### src/rtl/darkio_regs.sv
// darksocv I/O register slave: board info, LED/GPIO, reloadable timer and W1C interrupt pending.
// Optional macro DARKIO_EXTIRQ_EN enables rising-edge capture of IRQ_IN into PEND[6:0].
module darkio_regs #(
  parameter logic [7:0]  BOARD_ID    = 8'd0,
  parameter int unsigned BOARD_CK    = 50000000,
  parameter logic [31:0] TIMER_RESET = 32'(BOARD_CK / 1000000 - 1)
) (
  input  logic        XCLK,
  input  logic        XRES,
  input  logic        EN,
  input  logic        RE,
  input  logic        WE,
  input  logic [3:0]  BE,
  input  logic [31:0] ADDR,
  input  logic [31:0] DATAI,
  output logic [31:0] DATAO,
  output logic        RACK,
  output logic        WACK,
  input  logic [6:0]  IRQ_IN,
  output logic [15:0] LED,
  output logic [15:0] GPIO,
  output logic        IRQ,
  output logic        dbg_state
);

  localparam logic [7:0] CK_MHZ = 8'(BOARD_CK / 1000000);
  localparam logic [7:0] CK_KHZ = 8'((BOARD_CK / 10000) % 100);

  typedef enum logic {
    S_IDLE = 1'b0,
    S_ACK  = 1'b1
  } state_t;

  state_t      state;
  state_t      state_nxt;
  logic        rd_go;
  logic        wr_go;
  logic        wr_w0;
  logic        wr_w2;
  logic        wr_w3;
  logic [31:0] rdata;
  logic [31:0] io_nxt;
  logic [31:0] rld_nxt;
  logic [31:0] tmr_rld;
  logic [31:0] tmr_cnt;
  logic        tmr_exp;
  logic [7:0]  pend;
  logic [7:0]  pend_set;
  logic [7:0]  pend_clr;
  logic [6:0]  ext_rise;

  function automatic logic [31:0] be_merge(input logic [31:0] old_v,
                                           input logic [31:0] new_v,
                                           input logic [3:0]  be);
    logic [31:0] r;
    r = old_v;
    for (int i = 0; i < 4; i++) begin
      if (be[i]) r[8*i +: 8] = new_v[8*i +: 8];
    end
    return r;
  endfunction

  // Handshake: a request EN && (RE || WE) is accepted only in IDLE and
  // performed at that edge; RACK (read, wins over write) or WACK pulses for
  // exactly the next cycle while the FSM sits in ACK, where requests are ignored.
  always_ff @(posedge XCLK or negedge XRES) begin
    if (!XRES) state <= S_IDLE;
    else       state <= state_nxt;
  end

  always_comb begin
    state_nxt = state;
    rd_go     = 1'b0;
    wr_go     = 1'b0;
    case (state)
      S_IDLE: begin
        if (EN && (RE || WE)) begin
          state_nxt = S_ACK;
          rd_go     = RE;
          wr_go     = !RE && WE;
        end
      end
      S_ACK:   state_nxt = S_IDLE;
      default: state_nxt = S_IDLE;
    endcase
  end

  assign dbg_state = state;

  assign wr_w0 = wr_go && (ADDR[3:2] == 2'd0);
  assign wr_w2 = wr_go && (ADDR[3:2] == 2'd2);
  assign wr_w3 = wr_go && (ADDR[3:2] == 2'd3);

  always_comb begin
    rdata = 32'd0;
    case (ADDR[3:2])
      2'd0:    rdata = {pend, CK_KHZ, CK_MHZ, BOARD_ID};
      2'd1:    rdata = tmr_cnt;
      2'd2:    rdata = {GPIO, LED};
      2'd3:    rdata = tmr_rld;
      default: rdata = 32'd0;
    endcase
  end

  assign io_nxt  = be_merge({GPIO, LED}, DATAI, BE);
  assign rld_nxt = be_merge(tmr_rld, DATAI, BE);

  always_ff @(posedge XCLK or negedge XRES) begin
    if (!XRES) begin
      DATAO <= 32'd0;
      RACK  <= 1'b0;
      WACK  <= 1'b0;
    end else begin
      RACK <= rd_go;
      WACK <= wr_go;
      if (rd_go) DATAO <= rdata;
    end
  end

  always_ff @(posedge XCLK or negedge XRES) begin
    if (!XRES) begin
      LED  <= 16'd0;
      GPIO <= 16'd0;
    end else if (wr_w2) begin
      GPIO <= io_nxt[31:16];
      LED  <= io_nxt[15:0];
    end
  end

  // A reload of 0 freezes the counter; 0 otherwise always reloads, so no underflow.
  assign tmr_exp = (tmr_rld != 32'd0) && (tmr_cnt == 32'd0);

  always_ff @(posedge XCLK or negedge XRES) begin
    if (!XRES) begin
      tmr_rld <= TIMER_RESET;
      tmr_cnt <= TIMER_RESET;
    end else if (wr_w3) begin
      tmr_rld <= rld_nxt;
      tmr_cnt <= rld_nxt;
    end else if (tmr_rld != 32'd0) begin
      if (tmr_cnt == 32'd0) tmr_cnt <= tmr_rld;
      else                  tmr_cnt <= tmr_cnt - 32'd1;
    end
  end

`ifdef DARKIO_EXTIRQ_EN
  logic [6:0] irq_in_q;

  always_ff @(posedge XCLK or negedge XRES) begin
    if (!XRES) irq_in_q <= 7'd0;
    else       irq_in_q <= IRQ_IN;
  end

  assign ext_rise = IRQ_IN & ~irq_in_q;
`else
  logic unused_irq_in;
  assign unused_irq_in = ^IRQ_IN;
  assign ext_rise      = 7'd0;
`endif

  logic unused_bus;
  assign unused_bus = ^{ADDR[31:4], ADDR[1:0], DATAI[23:0]};

  assign pend_set = {tmr_exp, ext_rise};
  assign pend_clr = (wr_w0 && BE[3]) ? DATAI[31:24] : 8'd0;

  // Set is OR-ed after the clear so a same-cycle event is never lost.
  always_ff @(posedge XCLK or negedge XRES) begin
    if (!XRES) begin
      pend <= 8'd0;
      IRQ  <= 1'b0;
    end else begin
      pend <= (pend & ~pend_clr) | pend_set;
      IRQ  <= |pend;
    end
  end

endmodule

### config.mk
export PLATFORM = sky130hd
export DESIGN_NAME = darkio_regs
export DESIGN_NICKNAME = d
export VERILOG_FILES = /design/src/rtl/darkio_regs.sv
export SDC_FILE = /design/constraint.sdc
export NUM_CORES = 1
export LEC_CHECK = 0
export CORE_MARGIN = 2
export CORE_UTILIZATION = 39
export DETAILED_ROUTE_END_ITERATION = 8
export PLACE_DENSITY = 0.59
export SLEW_MARGIN = 20
export SYNTH_ARGS = -nofsm -noshare
export SYNTH_HDL_FRONTEND = slang
export SYNTH_SLANG_ARGS = --single-unit
### constraint.sdc
create_clock -name XCLK -period 5 [get_ports XCLK]
set_clock_uncertainty 0.2 [all_clocks]
set_input_delay 0.75 -clock XCLK [delete_from_list [all_inputs] [get_ports XCLK]]
set_output_delay 0.75 -clock XCLK [all_outputs]
set_load 0.02 [all_outputs]
==> flow_summary.toml, run 1 <==
[placement]
portBuffers = 110
dp.cells = 1050
place_hpwl_um = 15500
gp_congestion = 0.952
postPlaceCellArea_um2 = 8990

[sta]
fin_tns_setup_ps = 0
max_freq_ghz = 0.299
setup_viol = 0
final_hold_viol_count = 0
fin_crit_sh = 0.668
rsz0062_at_grt = "no"
fin_crit_ps = 3340
worst_pin_slew_ps = 1160
slew_viol_final = 0
maxSlewHeadroom = 0.223

[cells_and_area]
n_fill_cell = 1744
final_layout_size_suffix_gt1_frac = 0.204
ff_latch_area_um2 = 3510
syn_to_final_growth_pct = 25.9
layout_common_cells = "134 x dfrtp_1, 108 x clkdlybuf4s50_1, 86 x mux2_2"
layout_commonest_cell = "dfrtp_1"
stdcell_area_um2 = 9710
fin_nets = 886
diodes = 0
fin_util = 0.499
multiInputGateArea_um2 = 3980
fin_cells = 1082

[synth]
ys_seq_area_frac = 0.455
synth_seq_cells = 140
synthAdderAreaFrac = 0.00324
synth_warnings = 0
synth-xor-area-share = 0.0148
synthFlopType = "dfrtp_1"
ys_types = 70
synthArstFlopShare = 1.00
synth_cells = 715
synth_simple_gate_area_frac = 0.144
yosysTopAreaCellShare = 0.435
muxShareOfSynthArea = 0.188
yosys.area.top_type = "dfrtp_1"
netlist_top_cells_area = "dfrtp_1 43%, mux2_2 13%, mux2i_1 3.9%"
postSynthAreaPerCell_um2 = 10.8
syn_nets = 797
syn_area_um2 = 7710
synth_edf_count = 0
synth-compound-area-share = 0.162
synth_top_family_by_area = "multiplexers"

[worst_setup_path]
startpoint = "tmr_rld[10]$_DFFE_PN0P_"
path_max_fanout = 18
cp_data_arrival_time_ps = 3480
worstSetupPathType = "register to register"
end_kind = "register"
crit_required_ps = 5140
r2r_setup_slack_ps = 1660
rr_startpoint = "tmr_rld[10]$_DFFE_PN0P_"
cp-start-kind = "register"

[global_routing]
grt_pass1_vias = 6476
grt_usage = 0.223
grt_first_pass_wirelength_um = 35700
grt_max_degree = 104
grt_antenna_before_repair = 0
globalRoute.totalOverflow = 0

[cts]
cts_hold_buf = 0
cts_tree = "yes"
clk_pin_slew_ps = 60
clockBufferDepth = 2
postCtsSetupBuffers = 0
insertion_delay_ps = 430
clock_sinks = 140
htree_levels = 4
cts_root_buf = "clkbuf_16"
cts_buffers = 17
cts_resized = 0

[route]
wl_um = 22500
routedWlPerCell_um = 20.8
drtAntennaViolNets = 0
first_pass_iters = 8
drt_iter0_markers = 536
via_count = 6390
drc = 0
via_per_inst = 5.91

[floorplanning]
ios = 148
die_w_um = 145
die_h_um = 145
initial_core_util = 0.396
coreArea_um2 = 19500
row_count = 51
die_area_um2 = 20900

[power_and_ir_drop]
p_leak_nw = 3.95
power_density_nw_per_um2 = 459
worst_ir_drop_vdd_mv = 0.246

[run_status]
status = "finished clean"

[hold_path]
hold_class = "primary input to async pin"

[run]
maxCapViolCount = 0
## per-layer routing
layer,vias up,wire [um],global-route usage
li1,2896,-,-
met1,3176,9990,0.305
met2,283,10700,0.356
met3,35,1400,0.0457
met4,0,402,0.0741
met5,-,0,0
## registers in the layout, indices dropped and copies added, names as in the netlist
name	flops
DATAO	32
dbg_state	1
LED	16
tmr_rld	32
pend	8
tmr_cnt	32
WACK	1
GPIO	16
RACK	1
IRQ	1
## final timing paths
path                       cells after the start                      end
max                                            5  tmr_cnt[25]$_DFFE_PN0P_
min                                            1           WACK$_DFF_PN0_
max reg2reg                                    5  tmr_cnt[25]$_DFFE_PN0P_
min reg2reg                                    2    DATAO[12]$_DFFE_PN0P_
max in group asynchronous                      2   tmr_cnt[4]$_DFFE_PN1P_
min in group XCLK                              2    DATAO[12]$_DFFE_PN0P_
## synthesized netlist by cell type, types with 3 or more instances
cell	number
nand3_1	10
nand4b_1	3
mux2i_1	30
nand2_1	58
o31a_1	4
a21oi_1	21
dfrtp_1	134
mux4_2	8
nor2_1	25
and4_1	6
or4_1	7
a31oi_1	10
nand2b_1	3
nor4_1	23
buf_2	9
nor3_1	24
and3_1	4
o41ai_1	3
mux2_2	86
buf_6	3
buf_1	6
a22oi_1	25
o31ai_1	8
inv_1	8
and2_1	3
o21ai_0	51
a21boi_0	7
nand4_1	9
a211oi_2	10
a211oi_1	9
clkbuf_1	29
a2bb2oi_1	4
o21a_1	4
xor2_1	8
a21o_1	5
xnor2_1	5
nor2b_1	11
dfstp_2	6
## power breakdown
part	switching, W	internal (W)	leakage, nW	total, W
Combinational	0.000541	0.000594	1.85	0.00113
Sequential	0.000400	0.00142	1.77	0.00182
Clock	0.000502	0.00100	0.335	0.00150
## cell type report
| cell class | instances | share of cell area |
|---|---|---|
| Clock buffer | 22 | 0.0509 |
| Clock inverter | 10 | 0.0214 |
| Inverter | 8 | 0.00309 |
| Multi-Input combinational cell | 519 | 0.410 |
| Sequential cell | 140 | 0.362 |
| Tap cell | 265 | 0.0342 |
| Timing Repair Buffer | 118 | 0.119 |
## kinds of logic (layout without fill, tap and decap cells)
family | after synthesis | in the layout
multiplexers | 124 | 124
adder cells (fa/ha/maj) | 2 | 2
AND/OR/NAND/NOR | 202 | 202
XOR/XNOR | 13 | 13
flip-flops | 140 | 140
AO/OA/AOI/OAI | 178 | 178
buffers and inverters | 56 | 158
## worst max-delay path: stages, from the launching register on
cell and delay (ps):
dfrtp_1 470, nor4_1 560, nand4_1 520, nor2_2 1030
o41ai_1 220, a211oi_2 230
## per-stage QoR
step	hold slack (ps)	total power [W]	setup slack [ps]
5_1_grt	312	0.00467	1470
6_report	229	0.00446	1660
4_1_cts	282	0.00447	1690
2_1_floorplan	252	0.00244	2590
3_3_place_gp	263	0.00291	1350
3_5_place_dp	271	0.00295	1300
Power figures use the tool's default switching activity.
==> run 2, diff against run 1 <==
clock period = 3.4 ns   (was 5 ns; I/O delays follow)
==> flow_summary.toml, run 2 (synthesized netlist as in run 1, its figures left out) <==
[cells_and_area]
reg_top3 = "DATAO x32, tmr_cnt x32, tmr_rld x32"
ff_latch_area_um2 = 3510
multiInputGateArea_um2 = 3960
diodes = 0
n_fill_cell = 1745
layout_common_cells = "134 x dfrtp_1, 108 x clkdlybuf4s50_1, 86 x mux2_2"
final_layout_size_suffix_gt1_frac = 0.219
layout_commonest_cell = "dfrtp_1"
syn_to_final_growth_pct = 26.4
fin_nets = 908
stdcell_area_um2 = 9750

[power_and_ir_drop]
power_w = 0.00617
worst_ir_drop_vdd_mv = 0.397
power_density_nw_per_um2 = 633
p_leak_nw = 3.99
p_switching_w = 0.00209
combPwrFrac = 0.274
switching_share = 0.339
internal_power_w = 0.00408
pwr-share-seq = 0.431
power.share.clock = 0.294

[sta]
setup_viol = 0
worst_pin_slew_ps = 910
final_hold_viol_count = 0
fin_crit_ps = 2820
fin_tns_setup_ps = 0
slew_viol_final = 0
fin_crit_sh = 0.830
maxSlewHeadroom = 0.393
max_freq_ghz = 0.354
rsz0062_at_grt = "no"

[cts]
cts_buffers = 17
clockBufferDepth = 2
insertion_delay_ps = 430
htree_levels = 4
cts_root_buf = "clkbuf_16"
clk_pin_slew_ps = 60
clock_sinks = 140
postCtsSetupBuffers = 0
cts_tree = "yes"

[route]
drtAntennaViolNets = 0
drt_iter0_markers = 500
routedWlPerCell_um = 20.8
wl_um = 23000
via_count = 6394
first_pass_iters = 5
via_per_inst = 5.79
drc = 0

[placement]
place_hpwl_um = 16700
portBuffers = 110
postPlaceCellArea_um2 = 9170
gp_congestion = 0.904

[worst_setup_path]
cp-start-kind = "register"
crit_family = "simple AND/OR/NAND/NOR gates"
end_kind = "register"
path_max_fanout = 23
crit_required_ps = 3500
worstSetupPathType = "register to register"
crit_chain = "nor4_1 > and4_1 > nand3_4 > o41ai_1 > a211oi_2"
slowest_delay_ps = 580
slowest_stage = "nor4_1"
cp_data_arrival_time_ps = 2920
crit_buf_inv = 0

[floorplanning]
die_w_um = 145
ios = 148
coreArea_um2 = 19500
row_count = 51
initial_core_util = 0.396
die_area_um2 = 20900
die_h_um = 145

[global_routing]
grt_usage = 0.232
globalRoute.totalOverflow = 0
grt_max_degree = 90
grt_first_pass_wirelength_um = 36500
grt_pass1_vias = 6493
grt_antenna_before_repair = 0

[run_status]
status = "finished clean"

[hold_path]
hold_class = "register to register"

[run]
maxCapViolCount = 0
## run 2: worst register-to-register path, cell delays in order, from the launching register on
cell and delay [ps]:
dfrtp_1 450, nor4_1 580, and4_1 480, nand3_4 380, o41ai_1 530, a211oi_2 80
## run 2: per-stage QoR
step	utilization	std cells	hold slack (ps)	worst slack [ps]
final	0.501	1104	281	577
after CTS	0.501	1104	286	620
after detailed placement	0.471	1071	273	294
after global routing	0.501	1104	299	426
after floorplan	-	715	14.4	1140
after global placement	0.471	1071	265	360
## run 2: final timing paths
check                                   startpoint                      end  slack [ps]  depth (start not counted)
hold reg to reg              DATAO[14]$_DFFE_PN0P_    DATAO[14]$_DFFE_PN0P_         280                          2
hold / removal               DATAO[14]$_DFFE_PN0P_    DATAO[14]$_DFFE_PN0P_         280                          2
min in group asynchronous                     XRES           WACK$_DFF_PN0_         500                          2
max in group asynchronous                     XRES      GPIO[9]$_DFFE_PN0P_        1560                          3
setup / recovery           tmr_cnt[24]$_DFFE_PN0P_  tmr_cnt[25]$_DFFE_PN0P_         580                          5
setup reg to reg           tmr_cnt[24]$_DFFE_PN0P_  tmr_cnt[25]$_DFFE_PN0P_         580                          5
## run 2: power groups by stage
stage / logic, W / clock network, W / registers (W)
final: 0.00169 / 0.00182 / 0.00266
after global routing: 0.00186 / 0.00193 / 0.00273
after CTS: 0.00170 / 0.00184 / 0.00264
after detailed placement: 0.00169 / 0 / 0.00267
after global placement: 0.00166 / 0 / 0.00266
after floorplan: 0.000968 / 0 / 0.00262
## run 2: area by class of cell
cell class | instances | share of cell area
timing repair buffer | 140 | 0.138
sequential | 140 | 0.360
multi-input combinational | 519 | 0.406
tap | 265 | 0.0340
inverter | 8 | 0.00308
clock buffer | 26 | 0.0522
clock inverter | 6 | 0.00616
## run 2: per-layer routing
layer	GRT usage	vias to the layer above	wire [um]	share of wire
li1	-	2942	-	-
met1	0.326	3224	10700	0.46
met2	0.370	201	10800	0.47
met3	0.0374	27	1200	0.052
met4	0.0669	0	382	0.017
met5	0	-	0	0
## run 2: what timing repair did
item                      CTS  global route
gates resized for setup     0             0
hold buffers                1             0
hold endpoints to repair    1             0
==> run 3, diff against run 2 <==
PLACE_DENSITY = 0.61   (was 0.59)
clock period = 2.4 ns   (was 3.4 ns; I/O delays follow)
==> flow_summary.toml, run 3 (synthesized netlist as in run 1, its figures left out) <==
[cells_and_area]
fin_util = 0.549
syn_to_final_growth_pct = 38.5
diodes = 0
reg_top3 = "DATAO x32, tmr_cnt x32, tmr_rld x32"
layout_common_cells = "133 x dfrtp_1, 125 x buf_4, 108 x clkdlybuf4s50_1"
final_layout_size_suffix_gt1_frac = 0.315
layout_commonest_cell = "dfrtp_1"
n_fill_cell = 1759
fin_nets = 1013

[placement]
place_hpwl_um = 19000
gp_congestion = 0.901
portBuffers = 110

[cts]
clk_pin_slew_ps = 60
htree_levels = 4
clockBufferDepth = 2
insertion_delay_ps = 430
cts_tree = "yes"
cts_buffers = 17
clock_sinks = 140
cts_root_buf = "clkbuf_16"

[route]
wl_met2_um = 12300
drt_iter0_markers = 412
via_per_inst = 5.70
wl_met3_um = 1210
first_pass_iters = 6
wl_um = 25300
drc = 0
routed.top_layer = "met4"
via_count = 6886
routedLengthMet1_um = 11400
routedWlPerCell_um = 20.9
drtAntennaViolNets = 0

[worst_setup_path]
worstSetupPathType = "register to register"
worstSetupPathDepth = 5
slowest_delay_ps = 580
cp_data_arrival_time_ps = 2420
r2r_cells = 5
end_kind = "register"
slowest_stage = "or4_4"
crit_family = "simple AND/OR/NAND/NOR gates"
crit_required_ps = 2510
cp-start-kind = "register"
crit_chain = "or4_4 > or4_1 > o31a_1 > a211oi_1 > a21oi_1"
path_max_fanout = 5
crit_buf_inv = 0

[sta]
slew_viol_final = 0
rsz0062_at_grt = "yes"
worst_pin_slew_ps = 475
fin_crit_sh = 0.965
setup_viol = 0
fin_crit_ps = 2320
maxSlewHeadroom = 0.683
fin_tns_setup_ps = 0
final_hold_viol_count = 0
max_freq_ghz = 0.432

[floorplanning]
row_count = 51
initial_core_util = 0.396
die_area_um2 = 20900
ios = 148
die_w_um = 145
coreArea_um2 = 19500
die_h_um = 145

[hold_path]
hold_class = "primary input to async pin"

[power_and_ir_drop]
p_leak_nw = 4.55
power_density_nw_per_um2 = 863
worst_ir_drop_vdd_mv = 0.516

[global_routing]
globalRoute.totalOverflow = 0
grt_usage = 0.256
grt_max_degree = 64
grt_pass1_vias = 7136
grt_antenna_before_repair = 0
grt_first_pass_wirelength_um = 40400

[run]
maxCapViolCount = 0

[run_status]
status = "finished clean"
run 3: path summary, 6_finish.rpt:
check,start,to,slack [ps]
min in group XCLK,DATAO[21]$_DFFE_PN0P_,DATAO[21]$_DFFE_PN0P_,280
setup / recovery,tmr_cnt[24]$_DFFE_PN0P_,tmr_cnt[29]$_DFFE_PN0P_,80
hold reg to reg,DATAO[21]$_DFFE_PN0P_,DATAO[21]$_DFFE_PN0P_,280
setup reg to reg,tmr_cnt[24]$_DFFE_PN0P_,tmr_cnt[29]$_DFFE_PN0P_,80
max in group asynchronous,XRES,tmr_rld[22]$_DFFE_PN0P_,1110
hold / removal,XRES,DATAO[26]$_DFFE_PN0P_,210
run 3: where the power goes:
part / switching [W] / internal [W]
Combinational: 0.00145 / 0.00167
Clock: 0.00102 / 0.00145
Sequential: 0.000671 / 0.00296
run 3: layout make-up:
class	instances	area, um2	area share
flip-flops and latches	140	3510	0.329
clock inverters	7	68.8	0.00644
inverters	8	30.0	0.00281
clock buffers	25	465	0.0436
well taps	265	332	0.0310
repair buffers	245	2220	0.207
multi-input cells	519	4060	0.380
run 3: timing repair:
action,CTS,global route
pin swaps,0,1
setup endpoints to repair,26,31
hold buffers,1,0
setup buffers,0,1
endpoints found under the hold margin,33,0
gates resized for setup,4,16
run 3: routing by layer:
metal | up-vias | track usage
met4 | 0 | 0.0644
met1 | 3487 | 0.352
li1 | 3167 | -
met2 | 212 | 0.419
met5 | - | 0
met3 | 20 | 0.0457
run 3: worst reg2reg max path, stage by stage (launching register included):
cell and delay [ps]:
dfrtp_1 460, or4_4 580, or4_1 410, o31a_1 250, a211oi_1 230, a21oi_1 60
run 3: metrics by stage:
stage	hold slack, ps	instance area (um2)	setup WS (ps)	power, W	std cells
2_1_floorplan	-136	7710	135	0.00508	715
3_3_place_gp	77.2	10000	-227	0.00660	1175
3_5_place_dp	88.3	10000	-197	0.00669	1175
4_1_cts	203	10600	25.5	0.00921	1208
5_1_grt	230	10700	-8.10	0.00973	1209
6_report	209	10700	84.6	0.00922	1209
